### src/rtl/timer_multi_pkg.sv
// Shared constants for the multi-channel compare timer: register map, channel
// control field layout and compare-mode encodings.
package timer_multi_pkg;

    localparam int unsigned ADDR_W = 8;
    localparam int unsigned DATA_W = 32;

    localparam logic [ADDR_W-1:0] ADDR_TIME      = 8'h00;
    localparam logic [ADDR_W-1:0] ADDR_PRESCALER = 8'h04;
    localparam logic [ADDR_W-1:0] ADDR_GCTRL     = 8'h08;
    localparam logic [ADDR_W-1:0] ADDR_IENABLE   = 8'h0C;
    localparam logic [ADDR_W-1:0] ADDR_IPENDING  = 8'h10;
    localparam logic [ADDR_W-1:0] CH_BASE        = 8'h20;
    localparam logic [ADDR_W-1:0] CH_STRIDE      = 8'h10;

    localparam logic [3:0] OFF_CMP    = 4'h0;
    localparam logic [3:0] OFF_PERIOD = 4'h4;
    localparam logic [3:0] OFF_CHCTRL = 4'h8;

    localparam int unsigned GCTRL_RUN_BIT   = 0;
    localparam int unsigned CHCTRL_EN_BIT   = 0;
    localparam int unsigned CHCTRL_MODE_LSB = 1;

    typedef enum logic [1:0] {
        MODE_LEVEL     = 2'b00,
        MODE_ONESHOT   = 2'b01,
        MODE_PERIODIC  = 2'b10,
        MODE_LEVEL_ALT = 2'b11
    } mode_e;

    // Byte address of register 'off' inside channel 'c'.
    function automatic logic [ADDR_W-1:0] ch_addr(input int unsigned c, input logic [3:0] off);
        return ADDR_W'(CH_BASE + CH_STRIDE * ADDR_W'(c)) + {4'b0, off};
    endfunction

endpackage

### src/rtl/timer_multi_if.sv
// Zero-wait peripheral bus between the core and the timer.
interface timer_multi_if;
    import timer_multi_pkg::*;

    logic              cs;
    logic [ADDR_W-1:0] addr;
    logic              rw;
    logic [DATA_W-1:0] wdata;
    logic [DATA_W-1:0] rdata;
    logic              ready;
    logic              error;

    modport master (output cs, addr, rw, wdata, input rdata, ready, error);
    modport slave  (input cs, addr, rw, wdata, output rdata, ready, error);
endinterface

### src/rtl/timer_multi_channel.sv
// One compare channel: CMP/PERIOD/CHCTRL, wrap-safe reached detection and the
// per-mode reaction (one-shot disarm, periodic CMP advance).
module timer_multi_channel
    import timer_multi_pkg::*;
#(
    parameter int unsigned CNT_W = 32
) (
    input  logic              clk,
    input  logic              rst,
    input  logic [CNT_W-1:0]  time_i,
    input  logic              sel_i,
    input  logic              we_i,
    input  logic [3:0]        off_i,
    input  logic [DATA_W-1:0] wdata_i,
    output logic              set_pending_c_o,
    output logic [DATA_W-1:0] rdata_c_o
);

    logic [CNT_W-1:0] cmp_q, cmp_d, period_q, period_d, diff_c;
    logic             en_q, en_d, reached_c;
    mode_e            mode_q, mode_d;
    logic             unused_wdata_c;

    assign unused_wdata_c  = ^wdata_i;
    // TIME at or up to half a range past CMP counts as reached.
    assign diff_c          = time_i - cmp_q;
    assign reached_c       = en_q & ~diff_c[CNT_W-1];
    assign set_pending_c_o = reached_c;

    always_comb begin
        cmp_d    = cmp_q;
        period_d = period_q;
        en_d     = en_q;
        mode_d   = mode_q;
        if (reached_c && mode_q == MODE_PERIODIC) cmp_d = cmp_q + period_q;
        if (reached_c && mode_q == MODE_ONESHOT) en_d = 1'b0;
        // Bus writes override the hardware reaction in the same cycle.
        if (we_i) begin
            case (off_i)
                OFF_CMP:    cmp_d = CNT_W'(wdata_i);
                OFF_PERIOD: period_d = CNT_W'(wdata_i);
                OFF_CHCTRL: begin
                    en_d   = wdata_i[CHCTRL_EN_BIT];
                    mode_d = mode_e'(wdata_i[CHCTRL_MODE_LSB +: 2]);
                end
                default: ;
            endcase
        end
    end

    always_ff @(posedge clk or negedge rst) begin
        if (!rst) begin
            cmp_q    <= '0;
            period_q <= '0;
            en_q     <= 1'b0;
            mode_q   <= MODE_LEVEL;
        end else begin
            cmp_q    <= cmp_d;
            period_q <= period_d;
            en_q     <= en_d;
            mode_q   <= mode_d;
        end
    end

    always_comb begin
        rdata_c_o = '0;
        if (sel_i) begin
            case (off_i)
                OFF_CMP:    rdata_c_o = DATA_W'(cmp_q);
                OFF_PERIOD: rdata_c_o = DATA_W'(period_q);
                OFF_CHCTRL: rdata_c_o = DATA_W'({mode_q, en_q});
                default:    rdata_c_o = '0;
            endcase
        end
    end

endmodule

### src/rtl/timer_multi.sv
// Free-running TIME counter with tick-enable prescaler, global registers,
// pending/enable interrupt logic and N_CH compare channels behind one bus.
module timer_multi
    import timer_multi_pkg::*;
#(
    parameter int unsigned N_CH  = 4,
    parameter int unsigned CNT_W = 32,
    parameter int unsigned PRE_W = 16
) (
    input  logic         clk,
    input  logic         rst,
    timer_multi_if.slave bus,
    output logic         interrupt
);

    logic [CNT_W-1:0]  time_q, time_d;
    logic [PRE_W-1:0]  pre_q, pre_d, pre_cnt_q, pre_cnt_d;
    logic              run_q, run_d;
    logic [N_CH-1:0]   ien_q, ien_d, ipend_q, ipend_d;
    logic [N_CH-1:0]   set_pend_c, ch_we_c;
    logic [DATA_W-1:0] ch_rd_c [N_CH];
    logic [DATA_W-1:0] ch_rdata_c, glob_rdata_c;
    logic [3:0]        ch_idx_c;
    logic              ch_hit_c, glob_hit_c, wr_c, tick_c;

    assign wr_c     = bus.cs & bus.rw;
    assign tick_c   = run_q && (pre_cnt_q == pre_q);
    assign ch_idx_c = bus.addr[7:4] - CH_BASE[7:4];
    assign ch_hit_c = (bus.addr >= CH_BASE) && (32'(ch_idx_c) < N_CH)
                      && (bus.addr[3:0] inside {OFF_CMP, OFF_PERIOD, OFF_CHCTRL});

    for (genvar c = 0; c < N_CH; c++) begin : g_ch
        logic sel_c;
        assign sel_c      = ch_hit_c && (ch_idx_c == 4'(c));
        assign ch_we_c[c] = wr_c && sel_c;
        timer_multi_channel #(.CNT_W(CNT_W)) u_ch (
            .clk             (clk),
            .rst             (rst),
            .time_i          (time_q),
            .sel_i           (sel_c),
            .we_i            (ch_we_c[c]),
            .off_i           (bus.addr[3:0]),
            .wdata_i         (bus.wdata),
            .set_pending_c_o (set_pend_c[c]),
            .rdata_c_o       (ch_rd_c[c])
        );
    end

    // Global register decode and read mux.
    always_comb begin
        glob_hit_c   = 1'b1;
        glob_rdata_c = '0;
        case (bus.addr)
            ADDR_TIME:      glob_rdata_c = DATA_W'(time_q);
            ADDR_PRESCALER: glob_rdata_c = DATA_W'(pre_q);
            ADDR_GCTRL:     glob_rdata_c = DATA_W'(run_q);
            ADDR_IENABLE:   glob_rdata_c = DATA_W'(ien_q);
            ADDR_IPENDING:  glob_rdata_c = DATA_W'(ipend_q);
            default:        glob_hit_c = 1'b0;
        endcase
        ch_rdata_c = '0;
        for (int unsigned i = 0; i < N_CH; i++) ch_rdata_c |= ch_rd_c[i];
    end

    assign bus.rdata = !bus.cs ? '0 : (glob_hit_c ? glob_rdata_c : ch_rdata_c);
    assign bus.error = bus.cs & ~(glob_hit_c | ch_hit_c);
    assign bus.ready = 1'b1;
    assign interrupt = |(ipend_q & ien_q);

    // Hardware pending sets are ORed in after W1C so a same-cycle set wins.
    always_comb begin
        time_d    = time_q;
        pre_d     = pre_q;
        pre_cnt_d = pre_cnt_q;
        run_d     = run_q;
        ien_d     = ien_q;
        ipend_d   = ipend_q | set_pend_c;
        if (run_q) pre_cnt_d = tick_c ? '0 : pre_cnt_q + PRE_W'(1);
        if (tick_c) time_d = time_q + CNT_W'(1);
        if (wr_c) begin
            case (bus.addr)
                ADDR_TIME: time_d = CNT_W'(bus.wdata);
                ADDR_PRESCALER: begin
                    pre_d     = PRE_W'(bus.wdata);
                    pre_cnt_d = '0;
                end
                ADDR_GCTRL: begin
                    run_d = bus.wdata[GCTRL_RUN_BIT];
                    if (!bus.wdata[GCTRL_RUN_BIT]) pre_cnt_d = '0;
                end
                ADDR_IENABLE:  ien_d = N_CH'(bus.wdata);
                ADDR_IPENDING: ipend_d = (ipend_q & ~N_CH'(bus.wdata)) | set_pend_c;
                default: ;
            endcase
        end
    end

    always_ff @(posedge clk or negedge rst) begin
        if (!rst) begin
            time_q    <= '0;
            pre_q     <= '0;
            pre_cnt_q <= '0;
            run_q     <= 1'b0;
            ien_q     <= '0;
            ipend_q   <= '0;
        end else begin
            time_q    <= time_d;
            pre_q     <= pre_d;
            pre_cnt_q <= pre_cnt_d;
            run_q     <= run_d;
            ien_q     <= ien_d;
            ipend_q   <= ipend_d;
        end
    end

endmodule

### src/flat_wrapper.sv
// flat-port wrapper written by rule: the top's interface ports become plain ports
module timer_multi_flat import timer_multi_pkg::*;
#(
    parameter int unsigned N_CH  = 4,
    parameter int unsigned CNT_W = 32,
    parameter int unsigned PRE_W = 16
)
  (clk, rst, interrupt, bus_cs, bus_addr, bus_rw, bus_wdata, bus_rdata, bus_ready, bus_error);
  timer_multi_if bus_i ();
  input  logic clk;
  input  logic rst;
  output logic interrupt;
  input wire logic [$bits(bus_i.cs)-1:0] bus_cs;
  input wire logic [$bits(bus_i.addr)-1:0] bus_addr;
  input wire logic [$bits(bus_i.rw)-1:0] bus_rw;
  input wire logic [$bits(bus_i.wdata)-1:0] bus_wdata;
  output wire logic [$bits(bus_i.rdata)-1:0] bus_rdata;
  output wire logic [$bits(bus_i.ready)-1:0] bus_ready;
  output wire logic [$bits(bus_i.error)-1:0] bus_error;
  assign bus_i.cs = bus_cs;
  assign bus_i.addr = bus_addr;
  assign bus_i.rw = bus_rw;
  assign bus_i.wdata = bus_wdata;
  assign bus_rdata = bus_i.rdata;
  assign bus_ready = bus_i.ready;
  assign bus_error = bus_i.error;
  timer_multi #(.N_CH(N_CH), .CNT_W(CNT_W), .PRE_W(PRE_W)) u_core (.clk(clk), .rst(rst), .bus(bus_i), .interrupt(interrupt));
endmodule
### config.mk
export PLATFORM = sky130hd
export DESIGN_NAME = timer_multi_flat
export DESIGN_NICKNAME = d
export VERILOG_FILES = /design/src/rtl/timer_multi_pkg.sv /design/src/rtl/timer_multi_if.sv /design/src/rtl/timer_multi_channel.sv /design/src/rtl/timer_multi.sv /design/src/flat_wrapper.sv
export SDC_FILE = /design/constraint.sdc
export NUM_CORES = 1
export LEC_CHECK = 0
export CORE_MARGIN = 2
export CORE_UTILIZATION = 25
export DETAILED_ROUTE_END_ITERATION = 8
export PLACE_DENSITY = 0.42
export SYNTH_ARGS = -nofsm -noshare
export SYNTH_HDL_FRONTEND = slang
export SYNTH_HIERARCHICAL = 1
export SYNTH_SLANG_ARGS = --single-unit
### constraint.sdc
create_clock -name clk -period 3.3 [get_ports clk]
set_clock_uncertainty 0.1 [all_clocks]
set_input_delay 0.66 -clock clk [delete_from_list [all_inputs] [get_ports clk]]
set_output_delay 0.66 -clock clk [all_outputs]
set_load 0.1 [all_outputs]
[Yosys cells after proc, flatten, opt, wreduce, memory -nomap -nowiden]
Cells that the tools add are included.
Word-level totals
  bits in latches: 0
  output and inout port bits: 35
  memories kept: 0
  memory bits (writable): 0
  input port bits: 44
  bits in registers: 341
  memory bits (read-only): 0
  word-level logic and storage cells: 155
Cells by class
  div/mod/pow operators: 0
  reductions and logical operators: 36
  multipliers: 0
  $add $sub $neg: 11
  mux-type cells: 46
  magnitude comparators: 2
  bitwise operators: 20
  eq/ne operators: 18
  shifts and indexed selects: 0
Operators by type and width (number)
  32-bit two-way mux: 21
  32-bit case mux with 3 select lines: 4
  32-bit case mux with 5 select lines: 1
  32-bit adder: 4
  32-bit subtractor: 4
  32-bit bitwise OR: 3
  16-bit two-way mux: 4
  32-bit by 1-bit adder with 32-bit output (second input constant): 1
  16-bit case mux with 2 select lines: 1
  2-bit AND reduction: 11
  1-bit logical AND: 19
  16-bit by 1-bit adder with 16-bit output (second input constant): 1
  16-bit == test: 1
  8-bit by 4-bit == test with 1-bit output (second input constant): 2
  1-bit two-way mux: 13
  4-bit AND: 2
  2-bit by 1-bit == test with 1-bit output (second input constant): 4
  2-bit == test (second input constant): 4
  4-bit by 2-bit == test with 1-bit output (second input constant): 2
  8-bit by 3-bit == test with 1-bit output (second input constant): 1
  8-bit by 5-bit == test with 1-bit output (second input constant): 1
  8-bit by 6-bit greater-or-equal comparator with 1-bit output (second input constant): 1
  4-bit zero test: 2
  8-bit zero test: 1
  other kinds (14): 25

[Longest topological paths before layout]
  word-level depth: 11
  depth in mapped cells: 14
  mapped depth without buffers: 12

[Hierarchy]
Netlist, hierarchy kept.
By module, submodules not included
  timer_multi_channel (u_core.g_ch[2].u_ch ...): sequential area each 1676.6 µm², instances 2, cells an instance 669, area each 5631.7 µm²
  timer_multi_channel (u_core.g_ch[0].u_ch ...): sequential area each 1676.6 µm², instances 2, cells an instance 663, area each 5619.1 µm²
  timer_multi: sequential area each 1826.8 µm², instances 1, cells an instance 545, area each 4839.6 µm²

[Worst setup path before layout]
No wires, ideal clock.
  path type: input to output
  start: in bus_addr[5]
  end: out bus_rdata[10]
  cell stages on the path: 12
  slack: -2.005 ns
  data required time: 2.540 ns
  buffers on the path: 2
  data arrival time: 4.545 ns
  cell sequence: buf_6 > inv_1 > ha_1 > or2_2 > o21ai_0 > nand4_1 > nor3_1 > nand3_1 > clkbuf_1 > nor2_1 > nor4_1 > a211oi_1
RTL lines
  start, declared: line flat_wrapper.sv:14  | input wire logic [$bits(bus_i.addr)-1:0] bus_addr;
  end, declared: line flat_wrapper.sv:17  | output wire logic [$bits(bus_i.rdata)-1:0] bus_rdata;

==> out/results.txt <==
Final ANT Viol Nets - 0
Synth async-reset ratio - 1.00
Hold WS - 0.437 ns
Mapped Nets - 3,504
Most Crowded Layer GR - met2
Met1 Use GR - 0.284
Cell depth of the worst flop-to-flop path - 15
Slew @ Worst Pin - 1.08 ns
Period minus WS final - 3.80 ns
First-pass DRT Iterations - 6
Largest net degree at the start of global routing - 99
CTS root buf - clkbuf_16
Total design power - 12.5 mW
FF-to-FF End - u_core/g_ch[2].u_ch/cmp_q[29]
Worst-path clk slew - 0.05 ns
Rows - 121
Num CTS Buffers - 44
Routability cong. - 0.874
Hold_sp - u_core/g_ch[0].u_ch/period_q[26]
Min-Delay Path Depth - 1
Final Slew Violations - 0
H-tree Lvls - 2
Die height - 335 um
Worst-path fanout max - 6
Failing checks - negative setup slack
Fin crit share - 1.15
Hold Path Class - flip-flop to flip-flop
Global route total overflow - 0
Max Cap Violations - 0
RSZ-0062 raised after global routing - yes
Placement Setup Slack - -0.911 ns
# port buffers - 77
Critical path capture point type - primary output
WL per Instance - 22.1 um
Final hold vios - 0
Mapped Area - 27,300 um^2
Hold worst-path end - u_core/g_ch[0].u_ch/period_q[26]
Die width - 335 um
Synth Warn # - 6
Clk_lat worst skew - 0.61 ns
Gate Count Post-Synth - 3,209
Met2 Usage GRT - 0.325
Sequential share of the synthesized area - 0.312
Hpwl dp - 87.9 mm
Required time worst endpoint - 2.54 ns
Layout Nets - 4,099
Setup violators final - 35
Placed cell area - 34,900 um^2
Initial antenna violation count - 4
Outcome - complete, but fails checks
Syn_area_per_cell - 8.52 um^2
R2r setup slk - -0.05 ns
Vias per cell - 5.05
Reg2reg start - u_core/time_q[28]
CP Class - input pin to primary output
Most common cell after layout, fill and taps aside - buf_4
Util after Layout - 0.367
Starting density of the core - 0.252
Vias - 26,500
Most frequent cells in the layout - buf_4 (502), dfrtp_1 (334), a21oi_1 (302)
GRT Util Overall - 0.199
Static leakage - 18.3 nW
First-pass GRT wire length - 170 mm
Synthesis-stage register bit count - 341
Die area - 112,000 um^2
CP Data Arrival Time - 3.04 ns
DRC marker count from the first detailed-route iteration - 2,199
Core ar. - 109,000 um^2
Netlist cell types - 87
Placed Cells - 5,100
Area Overhead vs Synth - 46.1%
Post-synth EDFFs - 0
Max Fclk - 263 MHz
Vias in the first global route - 26,400
Worst setup SP type - input pin
Worst vdd ir - 314 uV
Setup TNS - -13.29 ns
Design Area, Final - 39,900 um^2
Top_reg_cell synth - dfrtp_1
Sink Count - 341
Top Ports - 79
Finished Layout Cells - 5,253
Clock Tree Buf Depth - 3
CTS tree - built
Pwr/cell area - 312 nW/um^2
Routed WL - 116 mm
Share of cells above drive strength 1 - 0.336
Setup WS post-layout - -0.501 ns
Met3 usage in global routing - 0.0157
Slew HR - 0.279
DRC viols - 0
==> synth_stat cells (all sizes together), types with 10 or more instances <==
cell type / n / area share
nor2: 364 / 0.050
a21oi: 352 / 0.066
dfrtp: 341 / 0.31
nand2: 265 / 0.036
ha: 247 / 0.11
inv: 178 / 0.024
mux2: 161 / 0.068
o21ai: 139 / 0.026
a22oi: 129 / 0.035
clkbuf: 104 / 0.014
xnor2: 91 / 0.029
a21o: 82 / 0.023
xor2: 75 / 0.024
nand3: 68 / 0.013
nand4: 68 / 0.016
buf: 55 / 0.011
a31oi: 43 / 0.0098
nor3: 41 / 0.0079
mux2i: 36 / 0.013
a211oi: 28 / 0.0086
and3: 27 / 0.0062
nor4: 27 / 0.0066
o41ai: 24 / 0.0077
and2: 22 / 0.0051
o21a: 20 / 0.0055
nor2b: 19 / 0.0049
a221oi: 17 / 0.0054
nand2b: 15 / 0.0034
a211o: 10 / 0.0032
o211ai: 10 / 0.0027
o21bai: 10 / 0.0027
o31ai: 10 / 0.0031
==> timing repair <==
item / CTS / global route
hold endpoints to repair: 46 / 0
endpoints found under the setup margin: 154 / 139
pin swaps: 78 / 134
gates resized for setup: 251 / 300
cloned: 10 / 16
hold buffers: 1 / 0
buffers inserted: 38 / 13
==> power breakdown <==
| part | internal [mW] | total [mW] | switching, mW | leakage, nW |
|---|---|---|---|---|
| registers | 4.33 | 4.53 | 0.201 | 3.95 |
| logic | 1.00 | 2.36 | 1.35 | 13.5 |
| clock network | 3.50 | 5.60 | 2.09 | 0.822 |
| total | 8.83 | 12.5 | 3.65 | 18.3 |
==> sequential cells by signal (all words and copies together), names as in the netlist <==
name,count
u_core/g_ch.u_ch/cmp_q,128
u_core/g_ch.u_ch/en_q,4
u_core/g_ch.u_ch/mode_q,8
u_core/g_ch.u_ch/period_q,128
u_core/ien_q,4
u_core/ipend_q,4
u_core/pre_cnt_q,16
u_core/pre_q,16
u_core/run_q,1
u_core/time_q,32
==> logic make-up (layout without fill, tap and decap cells) <==
group	count (synthesis)	in the layout	share of synthesized area
AND/OR/NAND/NOR	974	974	0.166
AO/OA/AOI/OAI	942	944	0.222
flip-flops	341	341	0.312
buffers and inverters	337	964	0.0494
adder cells (fa/ha/maj)	251	251	0.116
multiplexers	197	197	0.0809
XOR/XNOR	166	166	0.0532
other	1	2	0.000137
==> layout make-up <==
type	instances	area, um^2
Timing Repair Buffer	706	7160
Multi-Input combinational cell	2533	20100
Fill cell	11100	68800
Inverter	178	674
Sequential cell	341	8540
Tap cell	1414	1770
Clock inverter	18	323
Antenna cell	1	2.50
Clock buffer	62	1330
==> how the worst max path moves through the flow <==
stage | endpoint | start | slack (ns)
6_report | bus_rdata[19] | bus_addr[5] | -0.50
5_1_grt | bus_rdata[19] | bus_addr[6] | -0.60
4_1_cts | bus_rdata[5] | bus_addr[5] | -0.53
3_5_place_dp | bus_rdata[14] | bus_addr[2] | -0.91
3_3_place_gp | bus_rdata[14] | bus_addr[2] | -0.88
2_1_floorplan | bus_rdata[10] | bus_addr[5] | -0.49
==> per-layer routing <==
metal  wire [um]  share of wire
met1       55500           0.48
met3        3470          0.030
met5           0              0
met2       54000           0.47
met4        3040          0.026
==> worst max-delay path, cell delays in order <==
cell	delay [ns]
buf_8	0.08
inv_4	0.03
ha_4	0.14
or2_4	0.23
o21ai_2	0.11
nand4_1	0.14
buf_4	0.18
buf_6	0.12
nor3_4	0.16
nand2_4	0.14
buf_12	0.19
nor2_1	0.25
o41ai_4	0.14
a21oi_4	0.25
buf_12	0.21
Power figures use the tool's default switching activity.
